===== src/rtl/artemis_rst_seq_pkg.sv =====
// Shared state encoding, output bundle and default timing constants for the
// DDR3 PLL reset sequencer.
package artemis_rst_seq_pkg;

  localparam int DEF_SYNC_STAGES         = 2;
  localparam int DEF_PLL_RST_CYCLES      = 16;
  localparam int DEF_LOCK_STABLE_CYCLES  = 1024;
  localparam int DEF_LOCK_TIMEOUT_CYCLES = 65536;

  typedef enum logic [1:0] {
    ST_PLL_RST   = 2'd0,
    ST_WAIT_LOCK = 2'd1,
    ST_STABLE    = 2'd2,
    ST_RUN       = 2'd3
  } rst_state_t;

  typedef struct packed {
    logic pll_rst;
    logic ddr3_rst;
    logic ready;
  } rst_outs_t;

  // Moore output decode, applied to the next state so the outputs stay registered.
  function automatic rst_outs_t state_outs(input rst_state_t s);
    rst_outs_t o;
    o = '{pll_rst: 1'b1, ddr3_rst: 1'b1, ready: 1'b0};
    case (s)
      ST_PLL_RST:   o = '{pll_rst: 1'b1, ddr3_rst: 1'b1, ready: 1'b0};
      ST_WAIT_LOCK: o = '{pll_rst: 1'b0, ddr3_rst: 1'b1, ready: 1'b0};
      ST_STABLE:    o = '{pll_rst: 1'b0, ddr3_rst: 1'b1, ready: 1'b0};
      ST_RUN:       o = '{pll_rst: 1'b0, ddr3_rst: 1'b0, ready: 1'b1};
      default:      o = '{pll_rst: 1'b1, ddr3_rst: 1'b1, ready: 1'b0};
    endcase
    return o;
  endfunction

  function automatic int max3(input int a, input int b, input int c);
    int m;
    m = (a > b) ? a : b;
    return (m > c) ? m : c;
  endfunction

endpackage


===== src/rtl/artemis_sync_bit.sv =====
// N-flop single-bit synchronizer with asynchronous active-low clear.
module artemis_sync_bit #(
  parameter int STAGES = 2
) (
  input  logic clk,
  input  logic rst_n,
  input  logic d,
  output logic q
);

  // Fewer than two flops gives no metastability margin, so clamp upward.
  localparam int N = (STAGES < 2) ? 2 : STAGES;

  logic [N-1:0] sync_ff;

  always_ff @(posedge clk or negedge rst_n) begin
    if (!rst_n) begin
      sync_ff <= '0;
    end else begin
      sync_ff <= {sync_ff[N-2:0], d};
    end
  end

  assign q = sync_ff[N-1];

endmodule


===== src/rtl/artemis_ddr3_rst_seq.sv =====
// DDR3 PLL reset sequencer: pulses the PLL reset, waits for a stable lock,
// then releases the DDR3 domain; retries on lock timeout or loss of lock.
module artemis_ddr3_rst_seq
  import artemis_rst_seq_pkg::*;
#(
  parameter int SYNC_STAGES         = DEF_SYNC_STAGES,
  parameter int PLL_RST_CYCLES      = DEF_PLL_RST_CYCLES,
  parameter int LOCK_STABLE_CYCLES  = DEF_LOCK_STABLE_CYCLES,
  parameter int LOCK_TIMEOUT_CYCLES = DEF_LOCK_TIMEOUT_CYCLES
) (
  input  logic       clk,
  input  logic       rst_n,
  input  logic       pll_locked,
  input  logic       force_reset,
  output logic       pll_rst,
  output logic       ddr3_rst,
  output logic       ready,
  output logic [7:0] relock_count,
  output logic       timeout_err
);

  localparam int MAX_CYCLES = max3(PLL_RST_CYCLES, LOCK_STABLE_CYCLES, LOCK_TIMEOUT_CYCLES);
  localparam int CNT_W      = (MAX_CYCLES < 2) ? 1 : $clog2(MAX_CYCLES);

  // The counter holds remaining cycles minus one, so it reaches zero on the
  // last cycle of a state and the largest count fits in clog2 bits.
  localparam logic [CNT_W-1:0] PLL_LOAD     = CNT_W'(PLL_RST_CYCLES - 1);
  localparam logic [CNT_W-1:0] STABLE_LOAD  = CNT_W'(LOCK_STABLE_CYCLES - 1);
  localparam logic [CNT_W-1:0] TIMEOUT_LOAD = CNT_W'(LOCK_TIMEOUT_CYCLES - 1);

  logic             lock_s;
  rst_state_t       state;
  logic [CNT_W-1:0] cnt;
  rst_outs_t        outs;

  artemis_sync_bit #(
    .STAGES (SYNC_STAGES)
  ) u_lock_sync (
    .clk   (clk),
    .rst_n (rst_n),
    .d     (pll_locked),
    .q     (lock_s)
  );

  // force_reset is checked first so it overrides any lock-driven transition.
  always_ff @(posedge clk or negedge rst_n) begin
    if (!rst_n) begin
      state        <= ST_PLL_RST;
      cnt          <= PLL_LOAD;
      outs         <= state_outs(ST_PLL_RST);
      relock_count <= 8'd0;
      timeout_err  <= 1'b0;
    end else if (force_reset) begin
      state <= ST_PLL_RST;
      cnt   <= PLL_LOAD;
      outs  <= state_outs(ST_PLL_RST);
    end else begin
      case (state)
        ST_PLL_RST: begin
          if (cnt == '0) begin
            state <= ST_WAIT_LOCK;
            cnt   <= TIMEOUT_LOAD;
            outs  <= state_outs(ST_WAIT_LOCK);
          end else begin
            cnt <= cnt - 1'b1;
          end
        end

        ST_WAIT_LOCK: begin
          if (lock_s) begin
            state <= ST_STABLE;
            cnt   <= STABLE_LOAD;
            outs  <= state_outs(ST_STABLE);
          end else if (cnt == '0) begin
            state       <= ST_PLL_RST;
            cnt         <= PLL_LOAD;
            outs        <= state_outs(ST_PLL_RST);
            timeout_err <= 1'b1;
          end else begin
            cnt <= cnt - 1'b1;
          end
        end

        // Any dropout restarts the stability window from scratch.
        ST_STABLE: begin
          if (!lock_s) begin
            state <= ST_WAIT_LOCK;
            cnt   <= TIMEOUT_LOAD;
            outs  <= state_outs(ST_WAIT_LOCK);
          end else if (cnt == '0) begin
            state       <= ST_RUN;
            cnt         <= PLL_LOAD;
            outs        <= state_outs(ST_RUN);
            timeout_err <= 1'b0;
          end else begin
            cnt <= cnt - 1'b1;
          end
        end

        ST_RUN: begin
          if (!lock_s) begin
            state <= ST_PLL_RST;
            cnt   <= PLL_LOAD;
            outs  <= state_outs(ST_PLL_RST);
            if (relock_count != 8'hFF) begin
              relock_count <= relock_count + 8'd1;
            end
          end
        end

        default: begin
          state <= ST_PLL_RST;
          cnt   <= PLL_LOAD;
          outs  <= state_outs(ST_PLL_RST);
        end
      endcase
    end
  end

  assign pll_rst  = outs.pll_rst;
  assign ddr3_rst = outs.ddr3_rst;
  assign ready    = outs.ready;

endmodule


===== config.mk =====
export PLATFORM = sky130hd
export DESIGN_NAME = artemis_ddr3_rst_seq
export DESIGN_NICKNAME = d
export VERILOG_FILES = /design/src/rtl/artemis_rst_seq_pkg.sv /design/src/rtl/artemis_sync_bit.sv /design/src/rtl/artemis_ddr3_rst_seq.sv
export SDC_FILE = /design/constraint.sdc
export NUM_CORES = 1
export LEC_CHECK = 0
export ABC_AREA = 1
export BUFFER_PORTS_ARGS = -buffer_cell sky130_fd_sc_hd__buf_2
export CELL_PAD_IN_SITES_DETAIL_PLACEMENT = 1
export CELL_PAD_IN_SITES_GLOBAL_PLACEMENT = 2
export CORE_ASPECT_RATIO = 1.4
export CORE_UTILIZATION = 34
export DETAILED_ROUTE_END_ITERATION = 6
export PLACE_DENSITY_LB_ADDON = 0.1
export SYNTH_ARGS = -nofsm -noshare
export SYNTH_HDL_FRONTEND = slang
export SYNTH_HIERARCHICAL = 1
export SYNTH_SLANG_ARGS = --single-unit

===== constraint.sdc =====
create_clock -name clk -period 2.1 [get_ports clk]
set_input_delay 0.42 -clock clk [delete_from_list [all_inputs] [get_ports clk]]
set_output_delay 0.42 -clock clk [all_outputs]
set_load 0.02 [all_outputs]

==> reports/qor.csv <==
stage,metric,value,unit
outcome,status,"complete, no violations",
global_routing,grt_use_total,20.2,%
yosys,synth-main-ff-cell,dfrtp_1,
yosys,synthArstFlopShare,100,%
sta,period_minus_slack,1.71,ns
route,ant_nets,0,
pwr,total_power,2.07,mW
finish,fin_cells,365,
yosys,synth_cells,270,
yosys,yosysWarnings,6,
clocking,postCtsHoldBufs,0,
route,routed_wirelength,5230,um
critical_path,r2r_start,cnt[0],
yosys,yosysTopAreaCellShare,33.0,%
global_routing,grt_pass1_wl,9150,um
global_routing,first_global_vias,1847,
floorplanning,die_h,92.1,um
critical_path,crit_arrival,1.86,ns
sta,min_period_over_period,81.3,%
clocking,cts_tree,built,
finish,antennaDiodeCount,0,
yosys,syn_nets,277,
finish,drive_gt1_share,18.5,%
yosys,netlist_area,0.00197,mm^2
sta,hold_viol,0,
critical_path,crit_fanout,5,
global_routing,antenna_found_initial,0,
route,vias_per_cell,4.95,
pwr,p_leak,1.20,nW
run,maxCapViolations,0,
floorplanning,die_area,0.00610,mm^2
yosys,ys_top_cells_by_count,"85 x nand2_1, 29 x inv_1, 29 x nor2_1, 28 x nand3_1, 26 x dfrtp_1",
placement,io_buffers,15,
yosys,synth.area.top_cells,"dfrtp_1 33%, nand2_1 16%, dfstp_2 8.0%, nand3_1 7.1%, inv_1 5.5%",
floorplanning,io_pins,16,
sta,clock_skew,0.00648,ns
floorplanning,die_x,66.3,um
yosys,synth_cell_types,32,
yosys,synth-seq-area-share,41.0,%
yosys,synth_edf_count,0,
floorplanning,fp.coreArea,0.00557,mm^2
clocking,insertion_delay,0.29,ns
hold_path,worstHoldPathType,input pin to asynchronous set/reset pin,
critical_path,reg2regPathDepth,8,
pwr,p_per_area,910,mW/mm^2
floorplanning,start_util,35.4,%
sta,setup_viol,0,
route,drt_iter0_drc,87,
route,drtPass1Iterations,4,
critical_path,critPathLaunchType,flip-flop,
finish,syn_to_final_growth,15.3,%
placement,dp_worst_setup_slack,0.420,ns
sta,final.setup.tns,0,ns
sta,tightest_slew,0.739,ns
clocking,clk_pin_slew,0.07,ns
critical_path,cp.required,2.25,ns
placement,hpwlAfterDp,4040,um
clocking,root_buffer,clkbuf_8,
sta,maxSlewViolCount,0,
sta,max_freq,586,MHz
yosys,post-synth-top-count-cell,nand2_1,
clocking,cts_made_buffers,5,
critical_path,end_kind,flip-flop,
yosys,synth_area_per_cell,7.29,um^2
critical_path,worst-setup-path-type,flip-flop to flip-flop,
clocking,htree_num_levels,2,
sta,rsz0062_at_grt,no,
route,vias,1805,
route,wl_per_cell,14.3,um
pwr,vdd_ir_drop_max,0.590,mV
clocking,clk_path_buf_depth,2,
sta,fin_ws,0.393,ns
yosys,synth_area_leader_cell,dfrtp_1,
route,post-route-drc-count,0,
critical_path,r2r_end,cnt[5],
global_routing,grt_max_degree,33,
global_routing,overflow,0,
yosys,ys_seq_elements,32,
finish,final_nets,303,
clocking,cts_sinks,32,
clocking,ctsResizeCount,0,
placement,post-place-cells,357,
floorplanning,rows,32,
placement,routabilityCongestion,0.756,
sta,max-slew-margin-rel,50.7,%
clocking,cts_setup_buffers,0,
critical_path,r2r_setup_slack,0.39,ns
per-stage QoR:
step | util, % | hold WS [ns] | area, um^2
after floorplan | - | 0.124 | 1970
after global placement | 38.8 | 0.337 | 2160
after detailed placement | 38.8 | 0.340 | 2160
after CTS | 40.8 | 0.218 | 2270
after global routing | 40.8 | 0.220 | 2270
final | 40.8 | 0.190 | 2270
report_power, final:
| group | leakage, nW | internal (mW) | switching (mW) |
|---|---|---|---|
| registers | 0.397 | 0.727 | 0.114 |
| logic | 0.751 | 0.213 | 0.413 |
| clock network | 0.0541 | 0.351 | 0.249 |
critical path, stage by stage (launching register included):
cell,delay (ns)
dfstp_2,0.52
inv_1,0.08
ha_1,0.23
nand3_1,0.08
nor2_1,0.06
nand2_2,0.12
nand2_1,0.11
nand4_1,0.21
o221ai_1,0.16
logic make-up (layout without fill, tap and decap cells):
logic type	Yosys count	in the layout	synth area share, %
AOI/OAI and AO/OA	29	29	8.70
xor gates and xnor gates	8	8	3.56
adders and majority gates	3	3	1.91
buffers and inverters	34	61	6.61
DFF	32	32	41.0
muxes	1	1	0.572
and+or+nand+nor	163	163	37.6
worst max path at each step:
stage	from	to	slack, ns	cells past startpoint
after floorplan	relock_count[0]	relock_count[1]	0.58	6
after global placement	cnt[6]	cnt[15]	0.44	10
after detailed placement	cnt[0]	cnt[7]	0.42	8
after CTS	cnt[0]	cnt[5]	0.37	8
after global routing	cnt[0]	cnt[9]	0.22	8
final	cnt[0]	cnt[5]	0.39	8
registers in the layout, summed over array words and instances, names as in the netlist:
signal,flops
u_lock_sync/sync_ff,2
relock_count,8
cnt,16
ready,1
state,2
pll_rst,1
ddr3_rst,1
timeout_err,1
area by class of cell:
class | instances | area (um^2)
timing repair buffer | 19 | 105
multi-input combinational | 204 | 1030
clock buffer | 5 | 68.8
sequential | 32 | 808
tap | 68 | 85.1
inverter | 34 | 130
fill | 715 | 3290
clock inverter | 3 | 42.5
per-layer routing:
layer	vias to the layer above	part of all wire, %	wire (um)	GRT usage (%)
li1	911	-	-	-
met1	856	43	2250	23.9
met3	8	2.7	140	2.99
met2	30	52	2740	35.5
met4	0	2.0	105	7.98
met5	-	0	0	0
cell usage in the layout (no fill, tap or decap), drive strengths merged, types with 5 or more instances in the layout:
| cell type | netlist | final |
|---|---|---|
| a21oi | 10 | 10 |
| buf | 0 | 19 |
| clkbuf | 0 | 5 |
| dfrtp | 26 | 26 |
| dfstp | 6 | 6 |
| inv | 34 | 34 |
| nand2 | 90 | 90 |
| nand3 | 29 | 29 |
| nor2 | 38 | 38 |
| o21ai | 10 | 10 |
| xor2 | 7 | 7 |
No activity file was read; power rests on OpenSTA's default activity.
